### config.mk
export PLATFORM = sky130hd
export DESIGN_NAME = cardinal_nic
export DESIGN_NICKNAME = d
export VERILOG_FILES = /design/src/rtl/cardinal_nic.sv
export SDC_FILE = /design/constraint.sdc
export NUM_CORES = 1
export LEC_CHECK = 0
export ABC_AREA = 1
export CAP_MARGIN = 20
export CORE_MARGIN = 8
export CORE_UTILIZATION = 40
export CTS_BUF_LIST = sky130_fd_sc_hd__clkbuf_8
export DETAILED_ROUTE_END_ITERATION = 16
export PLACE_DENSITY = 0.68
export SYNTH_ARGS = -nofsm -noshare
export SYNTH_HDL_FRONTEND = slang
export SYNTH_SLANG_ARGS = --single-unit
### constraint.sdc
create_clock -name clk -period 13.5 [get_ports clk]
set_input_delay 2.7 -clock clk [delete_from_list [all_inputs] [get_ports clk]]
set_output_delay 2.7 -clock clk [all_outputs]
set_load 0.01 [all_outputs]
### src/rtl/cardinal_nic.sv
// NIC between one cardinal_cpu core and its ring router: a receive FIFO and a send FIFO,
// exposed to the CPU as four registers, plus the router handshakes.
module cardinal_nic #(
  parameter int DATA_W    = 64,
  parameter int IN_DEPTH  = 2,
  parameter int OUT_DEPTH = 2
) (
  input  logic              clk,
  input  logic              rst,
  input  logic [0:1]        addr,
  input  logic [0:DATA_W-1] d_in,
  output logic [0:DATA_W-1] d_out,
  input  logic              nicEn,
  input  logic              nicWrEn,
  input  logic              net_si,
  output logic              net_ri,
  input  logic [0:DATA_W-1] net_di,
  output logic              net_so,
  input  logic              net_ro,
  output logic [0:DATA_W-1] net_do,
  input  logic              net_polarity
);

  localparam int IN_AW  = (IN_DEPTH > 1) ? $clog2(IN_DEPTH) : 1;
  localparam int OUT_AW = (OUT_DEPTH > 1) ? $clog2(OUT_DEPTH) : 1;
  localparam int IN_CW  = $clog2(IN_DEPTH) + 1;
  localparam int OUT_CW = $clog2(OUT_DEPTH) + 1;

  logic [0:DATA_W-1] rx_mem_q [IN_DEPTH];
  logic [0:DATA_W-1] tx_mem_q [OUT_DEPTH];

  logic [IN_AW-1:0]  rx_wr_q, rx_wr_d, rx_rd_q, rx_rd_d;
  logic [OUT_AW-1:0] tx_wr_q, tx_wr_d, tx_rd_q, tx_rd_d;
  logic [IN_CW-1:0]  rx_cnt_q, rx_cnt_d;
  logic [OUT_CW-1:0] tx_cnt_q, tx_cnt_d;
  logic [0:DATA_W-1] d_out_q, d_out_d;

  logic rx_full, rx_empty, tx_full, tx_empty;
  logic rx_push, rx_pop, tx_push, tx_pop;
  logic cpu_rd, cpu_wr;
  logic [0:DATA_W-1] tx_head;

  assign rx_full  = (rx_cnt_q == IN_CW'(IN_DEPTH));
  assign rx_empty = (rx_cnt_q == '0);
  assign tx_full  = (tx_cnt_q == OUT_CW'(OUT_DEPTH));
  assign tx_empty = (tx_cnt_q == '0);

  assign cpu_rd = nicEn && !nicWrEn;
  assign cpu_wr = nicEn && nicWrEn;

  // Handshake outputs are held low for the whole time rst is asserted.
  assign net_ri  = !rst && !rx_full;
  assign tx_head = tx_mem_q[tx_rd_q];
  assign net_do  = tx_head;
  // Bit 0 of the head packet is its virtual channel; it only leaves on the matching phase.
  assign net_so  = !rst && !tx_empty && net_ro && (net_polarity == tx_head[0]);

  assign rx_push = net_si && net_ri;
  assign rx_pop  = cpu_rd && (addr == 2'b00) && !rx_empty;
  assign tx_push = !rst && cpu_wr && (addr == 2'b10) && !tx_full;
  assign tx_pop  = net_so;

  always_comb begin
    rx_wr_d  = rx_wr_q;
    rx_rd_d  = rx_rd_q;
    rx_cnt_d = rx_cnt_q;
    if (rx_push) rx_wr_d = (rx_wr_q == IN_AW'(IN_DEPTH - 1)) ? '0 : rx_wr_q + IN_AW'(1);
    if (rx_pop)  rx_rd_d = (rx_rd_q == IN_AW'(IN_DEPTH - 1)) ? '0 : rx_rd_q + IN_AW'(1);
    if (rx_push && !rx_pop)      rx_cnt_d = rx_cnt_q + IN_CW'(1);
    else if (!rx_push && rx_pop) rx_cnt_d = rx_cnt_q - IN_CW'(1);
  end

  always_comb begin
    tx_wr_d  = tx_wr_q;
    tx_rd_d  = tx_rd_q;
    tx_cnt_d = tx_cnt_q;
    if (tx_push) tx_wr_d = (tx_wr_q == OUT_AW'(OUT_DEPTH - 1)) ? '0 : tx_wr_q + OUT_AW'(1);
    if (tx_pop)  tx_rd_d = (tx_rd_q == OUT_AW'(OUT_DEPTH - 1)) ? '0 : tx_rd_q + OUT_AW'(1);
    if (tx_push && !tx_pop)      tx_cnt_d = tx_cnt_q + OUT_CW'(1);
    else if (!tx_push && tx_pop) tx_cnt_d = tx_cnt_q - OUT_CW'(1);
  end

  // Status registers carry their flag in the last (least significant) bit.
  always_comb begin
    d_out_d = d_out_q;
    if (cpu_rd) begin
      case (addr)
        2'b00:   d_out_d = rx_empty ? '0 : rx_mem_q[rx_rd_q];
        2'b01:   d_out_d = {{(DATA_W-1){1'b0}}, !rx_empty};
        2'b10:   d_out_d = '0;
        default: d_out_d = {{(DATA_W-1){1'b0}}, tx_full};
      endcase
    end
  end

  always_ff @(posedge clk) begin
    if (rst) begin
      rx_wr_q  <= '0;
      rx_rd_q  <= '0;
      rx_cnt_q <= '0;
      tx_wr_q  <= '0;
      tx_rd_q  <= '0;
      tx_cnt_q <= '0;
      d_out_q  <= '0;
    end else begin
      rx_wr_q  <= rx_wr_d;
      rx_rd_q  <= rx_rd_d;
      rx_cnt_q <= rx_cnt_d;
      tx_wr_q  <= tx_wr_d;
      tx_rd_q  <= tx_rd_d;
      tx_cnt_q <= tx_cnt_d;
      d_out_q  <= d_out_d;
    end
  end

  always_ff @(posedge clk) begin
    if (rx_push) rx_mem_q[rx_wr_q] <= net_di;
    if (tx_push) tx_mem_q[tx_wr_q] <= d_in;
  end

  assign d_out = d_out_q;

endmodule

==> results of run 1 <==
cell type report:
class	instances	area share (%)
well taps	396	3.05
clock buffers	63	5.34
clock inverters	36	1.26
inverters	81	1.90
flip-flops and latches	330	56.5
multi-input cells	565	15.1
repair buffers	274	16.8
how the worst max path moves through the flow:
stage,end,depth (start not counted)
final,net_so,7
after global routing,net_so,7
after CTS,net_so,7
after detailed placement,net_so,7
after global placement,net_so,7
after floorplan,tx_mem_q[0][0],3
stage by stage:
stage          instances  cell area (um^2)
3_5_place_dp        1646             15200
6_report            1745             16200
3_3_place_gp        1646             15200
5_1_grt             1745             16200
2_1_floorplan       1023             12200
4_1_cts             1745             16200
worst reg2reg max path, cell delays in order (launching register included):
cell     delay, ns
dfxtp_2       0.33
buf_4         0.58
nand2_1       0.21
nand3_1       0.18
nand3_2       0.11
ha_1          0.33
a21oi_1       0.11
o21ai_0       0.12
nand2_1       0.07
nand2_1       0.05
nor2_1        0.09
where the power goes:
group          internal [W]  switching, W  leakage (nW)  total [W]
Combinational     0.0000558     0.0000530          2.35   0.000109
Clock              0.000463      0.000378         0.630   0.000840
Sequential          0.00112    0.00000618          2.92    0.00112
Total               0.00163      0.000437          5.91    0.00207
state kept, by name (all words and copies together), names as in the netlist, named ones only:
register / cells
d_out: 64
rx_cnt_q: 2
rx_mem_q: 128
rx_rd_q: 1
rx_wr_q: 1
tx_cnt_q: 2
tx_mem_q: 128
tx_rd_q: 1
tx_wr_q: 1
cell usage in the layout, fill, tap and decap left out, types with 3 or more instances in the layout:
master	Yosys	final
o21ai_1	6	6
buf_4	2	9
nand2_1	396	395
inv_2	2	3
inv_1	78	98
clkinv_1	0	7
dfxtp_1	74	72
nor2_1	16	14
edfxtp_1	256	256
a21oi_1	46	46
a21oi_2	23	23
clkinv_2	0	4
clkbuf_8	0	63
o21ai_0	64	64
clkdlybuf4s50_1	0	265
kinds of logic (layout without fill, tap and decap cells):
group	count (synthesis)	in the layout	share of synthesized area [%]
buffers and inverters	128	454	4.81
xor gates and xnor gates	1	1	0.0719
and+or+nand+nor	422	422	13.2
AOI/OAI and AO/OA	140	140	6.47
adders and majority gates	2	2	0.205
DFF	330	330	75.2
routing by layer:
metal / track usage, % / share of wire [%] / vias up
met5: 0 / 0.12 / -
met4: 4.24 / 1.8 / 6
met3: 5.29 / 9.4 / 51
met2: 23.7 / 45 / 282
met1: 19.4 / 43 / 3792
li1: - / - / 3990
==> results.toml, run 1 <==
[clock_network]
postCtsResizedCells = 0
holdBufCountCts = 0
clockBufferDepth = 3
cts_sinks = 330
cts_setup_buffers = 0
ctsHtreeMaxLevel = 2
cts_tree = "yes"
cts-root-buf = "clkbuf_8"
clk_pin_slew_ns = 0.06
clk_latency_ns = 0.56
numCtsBuffers = 53

[logic_synthesis]
async_flop_share_pct = 0
synth_top_area_share_pct = 63.1
synthTopCellsByCount = "nand2_1, edfxtp_1, inv_1, dfxtp_1, o21ai_0"
avgSynthCellArea_um2 = 11.9
seq_area_frac_synth_pct = 75.2
syn_inst = 1023
yosysTopAreaCell = "edfxtp_1"
yosysWarnings = 0
yosysMostFrequentCell = "nand2_1"
synth-edff-count = 256
synth_top_flop_cell = "edfxtp_1"
netlist_area_um2 = 12200
synth_cell_types = 26
synth-seq-cells = 330
synth_area_leaders = "edfxtp_1, nand2_1, dfxtp_1"
syn-num-nets = 1162

[timing]
fin_crit_sh_pct = 52.9
drv_slew = 0
finalSetupViolCount = 0
tns_ns = 0
fmax_mhz = 140
finalCriticalPeriod_ns = 7.15
grt_setup_unrepaired = "false"
hold_ws_ns = 0.467
fin_ws_ns = 6.35
tightest_slew_ns = 1.00
max_slew_margin_pct = 33.3
fin_skew_ns = 0.0108
hold_viol = 0

[layout]
final_nets = 1444
regArea_um2 = 9170
fillers = 2553
diodes = 0
final_util_pct = 53.6
multiInputGateArea_um2 = 2460
layout-drive-gt1-share_pct = 8.67
area_delta_synth_final_pct = 33.1

[placement]
port_buffers = 266
dp_slack_ns = 6.31
hpwl_um = 17700
gp_congestion = 0.730

[setup_path]
crit_family = "buffers and inverters"
crit_fanout = 68
reg2regPathDepth = 10
critPathMaxStageDelay_ns = 0.65
path_buf_inv = 4
crit_start = "rst"
worstSetupPathType = "input pin to output port"
arrival_ns = 4.45
crit_path_top_delay_cell = "buf_4"
end_kind = "output port"
startpoint_type = "input pin"
crit_chain = "buf_4, inv_2, nand2_1, nor2_1, nand3_2, inv_1, clkdlybuf4s50_1"
r2r-end = "tx_cnt_q[1]"
cp.required_ns = 10.80
reg2reg_slack_ns = 11.28

[route]
first_iter_violations = 435
drc = 0
drt-vias-per-instance = 4.65
wl_um = 28300
firstDrtPassIters = 4
drtAntennaViolNets = 0
post_drt_wl_per_cell_um = 16.2
num_vias = 8121

[run]
cap_violations = 0

[floorplanning]
initial_core_util_pct = 40.3
coreArea_um2 = 30300
io_pins = 267
die_h_um = 191
core.rowCount = 64
die_area_um2 = 36300
die_w_um = 191

[global_routing]
grt_usage_pct = 15.0
grt_max_degree = 111
grt_pass1_vias = 7978
antenna_found_initial = 3
grt_pass1_wl_um = 43400
grt_overflow_total = 0

[min_path]
min_to = "d_out[18]"
hp-class = "flop to flop"
min_path_cells = 2
hp-start = "d_out[18]"

[outcome]
status = "complete, no violations"

[power_and_ir_drop]
peakVddDrop_mv = 0.0817
power_w = 0.00207
power.density_nw_per_um2 = 128
total_leakage_power_nw = 5.91
Power figures use the tool's default switching activity.
==> run 2, diff against run 1 <==
--- a/config.mk
+++ b/config.mk
@@ -11,7 +11,7 @@
 export CORE_UTILIZATION = 40
 export CTS_BUF_LIST = sky130_fd_sc_hd__clkbuf_8
 export DETAILED_ROUTE_END_ITERATION = 16
-export PLACE_DENSITY = 0.68
+export PLACE_DENSITY = 0.7
 export SYNTH_ARGS = -nofsm -noshare
 export SYNTH_HDL_FRONTEND = slang
 export SYNTH_SLANG_ARGS = --single-unit
==> constraint.sdc (replaced) <==
create_clock -name clk -period 5.95 [get_ports clk]
set_input_delay 1.19 -clock clk [delete_from_list [all_inputs] [get_ports clk]]
set_output_delay 1.19 -clock clk [all_outputs]
set_load 0.01 [all_outputs]
==> run 2 against run 1 <==
  * Non-clock buffer count increased by 2
  * Utilization about the same
  * Design area about the same
  * Highest routed layer unchanged
  * Critical path depth decreased by 1
  * Total power increased by 120%
  * Register-to-register slack got worse by 7.8 ns
  * Largest cell class unchanged
  * Die area unchanged
==> results.toml, run 2 (same netlist as run 1, synthesis figures left out) <==
[outcome]
status = "complete, no violations"

[setup_path]
crit_path_top_delay_cell = "clkdlybuf4s50_1"
crit_chain = "clkdlybuf4s50_1, nand2_1, nor2_1, nand3_2, inv_1, clkdlybuf4s50_1"
startpoint_type = "input pin"
cp.required_ns = 4.76
reg2regPathDepth = 7
critical_path.most_common_cell = "clkdlybuf4s50_1"
arrival_ns = 2.67
worstSetupPathType = "input pin to output port"
end_kind = "output port"
crit_fanout = 3
critPathMaxStageDelay_ns = 0.55

[placement]
dp_slack_ns = 2.08
gp_congestion = 0.717
hpwl_um = 17700
port_buffers = 266

[clock_network]
cts_sinks = 330
clk_latency_ns = 0.58
clk_pin_slew_ns = 0.06
numCtsBuffers = 52
cts-root-buf = "clkbuf_8"
cts_setup_buffers = 0
ctsHtreeMaxLevel = 2
postCtsResizedCells = 0
cts_tree = "yes"
clockBufferDepth = 3
holdBufCountCts = 0

[floorplanning]
coreArea_um2 = 30300
die_h_um = 191
die_w_um = 191
core.rowCount = 64
die_area_um2 = 36300
initial_core_util_pct = 40.3
io_pins = 267

[global_routing]
grt_overflow_total = 0
grt_max_degree = 129
grt_usage_pct = 14.5
grt_pass1_vias = 7936
antenna_found_initial = 3
grt_pass1_wl_um = 41900

[layout]
area_delta_synth_final_pct = 33.1
regArea_um2 = 9170
final_cell_mix = "nand2_1, clkdlybuf4s50_1, edfxtp_1"
final_nets = 1445
layout-drive-gt1-share_pct = 8.52
fillers = 2552
diodes = 0
final_common_cell = "nand2_1"
multiInputGateArea_um2 = 2460

[min_path]
hp-class = "flop to flop"
min_path_cells = 2

[route]
drt-vias-per-instance = 4.61
post_drt_wl_per_cell_um = 15.8
wl_um = 27500
first_iter_violations = 518
firstDrtPassIters = 5
drc = 0
drtAntennaViolNets = 0
num_vias = 8050

[power_and_ir_drop]
total_leakage_power_nw = 5.92
peakVddDrop_mv = 0.177
power.density_nw_per_um2 = 283

[timing]
drv_slew = 0
tightest_slew_ns = 0.928
fin_crit_sh_pct = 64.9
finalCriticalPeriod_ns = 3.86
finalSetupViolCount = 0
fmax_mhz = 259
hold_viol = 0
max_slew_margin_pct = 38.1
tns_ns = 0
fin_skew_ns = 0.0369
grt_setup_unrepaired = "false"
fin_ws_ns = 2.09

[run]
cap_violations = 0
## run 2: layout make-up
type,count,area share [%]
repair buffers,276,17.0
clock buffers,63,5.34
well taps,396,3.05
multi-input cells,565,15.2
flip-flops and latches,330,56.5
inverters,81,1.90
clock inverters,35,0.995
## run 2: metal layers
layer | part of all wire (%) | GRT usage, % | wire length, um | vias to the layer above
li1 | - | - | - | 3971
met1 | 43 | 18.6 | 11900 | 3747
met2 | 46 | 23.2 | 12600 | 281
met3 | 9.2 | 5.08 | 2540 | 45
met4 | 1.7 | 3.94 | 461 | 6
met5 | 0.17 | 0 | 46 | -
## run 2: power by group
| part | internal (W) | total, W | leakage [nW] | switching [W] |
|---|---|---|---|---|
| logic | 0.000128 | 0.000249 | 2.37 | 0.000122 |
| clock network | 0.000963 | 0.00180 | 0.629 | 0.000838 |
| registers | 0.00253 | 0.00255 | 2.92 | 0.0000136 |
| total | 0.00362 | 0.00460 | 5.92 | 0.000973 |
## run 2: final timing paths
kind / from / end / slack [ns]
hold reg to reg: d_out[7] / d_out[7] / 0.46
hold / removal: d_out[7] / d_out[7] / 0.46
setup reg to reg: tx_cnt_q[0] / tx_mem_q[1][38] / 3.44
setup / recovery: net_ro / net_so / 2.09
## run 2: critical path, delay by kind of cell
| family | cells | cell delay [ns] |
|---|---|---|
| buffers and inverters | 3 | 1.12 |
| AND/OR/NAND/NOR | 3 | 0.36 |
## run 2: per-stage QoR
stage / util, % / total power (W) / hold slack (ns) / instance area (um^2) / std cells
floorplan: - / 0.00269 / 0.472 / 12200 / 1023
global placement: 50.1 / 0.00284 / 0.451 / 15200 / 1647
detailed placement: 50.1 / 0.00285 / 0.456 / 15200 / 1647
CTS: 53.5 / 0.00466 / 0.465 / 16200 / 1745
global route: 53.6 / 0.00478 / 0.494 / 16200 / 1746
finish: 53.6 / 0.00460 / 0.462 / 16200 / 1746
==> run 3, diff against run 2 <==
==> constraint.sdc (replaced) <==
create_clock -name clk -period 3.5 [get_ports clk]
set_input_delay 0.7 -clock clk [delete_from_list [all_inputs] [get_ports clk]]
set_output_delay 0.7 -clock clk [all_outputs]
set_load 0.01 [all_outputs]
==> run 3 against run 2 <==
  * Utilization increased by 0.25 points
  * Sequential power increased by 70%
  * Critical path depth unchanged
  * Critical path type is now flop to output port
  * Largest cell class unchanged
==> results.toml, run 3 (same netlist as run 1, synthesis figures left out) <==
[floorplanning]
core.rowCount = 64
die_w_um = 191
die_h_um = 191
initial_core_util_pct = 40.3
coreArea_um2 = 30300
io_pins = 267
die_area_um2 = 36300

[layout]
layout-drive-gt1-share_pct = 8.79
multiInputGateArea_um2 = 2460
regArea_um2 = 9170
area_delta_synth_final_pct = 33.7
final_nets = 1450
fillers = 2560
final_util_pct = 53.8
final_cell_mix = "nand2_1, clkdlybuf4s50_1, edfxtp_1"
final_common_cell = "nand2_1"

[placement]
hpwl_um = 18200
gp_congestion = 0.716
dp_slack_ns = 0.631
port_buffers = 266

[timing]
fin_ws_ns = 0.411
finalCriticalPeriod_ns = 3.09
finalSetupViolCount = 0
hold_ws_ns = 0.465
fin_crit_sh_pct = 88.3
drv_slew = 0
tightest_slew_ns = 0.965
tns_ns = 0
fin_skew_ns = 0.0168
hold_viol = 0
fmax_mhz = 324
max_slew_margin_pct = 35.7
grt_setup_unrepaired = "false"

[clock_network]
clk_latency_ns = 0.57
cts-root-buf = "clkbuf_8"
cts_sinks = 330
cts_setup_buffers = 0
cts_tree = "yes"
clk_pin_slew_ns = 0.06
postCtsResizedCells = 0
numCtsBuffers = 52
holdBufCountCts = 0
ctsHtreeMaxLevel = 2
clockBufferDepth = 3

[setup_path]
crit_fanout = 24
startpoint_type = "flop"
arrival_ns = 2.39
cp.required_ns = 2.80
end_kind = "output port"
worstSetupPathType = "flop to output port"
reg2regPathDepth = 10

[power_and_ir_drop]
internal_power_w = 0.00612
p_comb_share_pct = 5.5
p_clk_share_pct = 38.9
pwr-share-seq_pct = 55.5
power_w = 0.00780
power.density_nw_per_um2 = 478
sw_frac_of_total_pct = 21.5
p_switching_w = 0.00167
peakVddDrop_mv = 0.306
total_leakage_power_nw = 5.93

[global_routing]
grt_overflow_total = 0
grt_pass1_vias = 8156
antenna_found_initial = 2
grt_usage_pct = 15.0
grt_pass1_wl_um = 43500
grt_max_degree = 67

[min_path]
min_path_cells = 2
hp-class = "flop to flop"

[route]
first_iter_violations = 413
drt-vias-per-instance = 4.59
wl_um = 28000
num_vias = 8042
firstDrtPassIters = 5
drtAntennaViolNets = 0
post_drt_wl_per_cell_um = 16.0
drc = 0

[outcome]
status = "complete, no violations"

[run]
cap_violations = 0
[run 3: path summary, 6_finish.rpt]
path              slack [ns]     endpoint       from
setup / recovery        0.41       net_so       flop
hold reg to reg         0.46    d_out[20]  d_out[20]
setup reg to reg        1.44  tx_cnt_q[1]       flop
hold / removal          0.46    d_out[20]  d_out[20]
[run 3: power by group through the flow]
| stage | Clock, W | Sequential, W | Combinational (W) |
|---|---|---|---|
| floorplan | 0 | 0.00441 | 0.000154 |
| global placement | 0 | 0.00441 | 0.000425 |
| detailed placement | 0 | 0.00441 | 0.000436 |
| CTS | 0.00314 | 0.00433 | 0.000439 |
| global route | 0.00332 | 0.00433 | 0.000473 |
| finish | 0.00303 | 0.00433 | 0.000432 |
[run 3: critical path, cell delays in order (launching register included)]
cell	delay, ns
dfxtp_2	0.39
inv_2	0.39
nand2_1	0.14
nand3_1	0.13
nand3_2	0.14
inv_1	0.11
clkdlybuf4s50_1	0.54
[run 3: area by class of cell]
| type | instances | area share (%) |
|---|---|---|
| flip-flops and latches | 330 | 56.3 |
| clock inverters | 43 | 1.55 |
| repair buffers | 281 | 17.5 |
| multi-input cells | 565 | 15.1 |
| diodes | 1 | 0.0154 |
| clock buffers | 54 | 4.56 |
| inverters | 81 | 1.90 |
| well taps | 396 | 3.04 |
[run 3: stage by stage]
step / cell area (um^2) / cells
CTS: 16300 / 1750
detailed placement: 15300 / 1653
finish: 16300 / 1751
global placement: 15300 / 1653
floorplan: 12200 / 1023
global route: 16300 / 1751
[run 3: per-layer routing]
| metal | wire [um] | share of wire [%] | vias to the layer above | track usage [%] |
|---|---|---|---|---|
| met2 | 12900 | 46 | 278 | 24.1 |
| met4 | 476 | 1.7 | 2 | 4.15 |
| met1 | 11800 | 42 | 3743 | 18.9 |
| li1 | - | - | 3977 | - |
| met3 | 2890 | 10 | 42 | 5.40 |
| met5 | 13 | 0.046 | - | 0 |
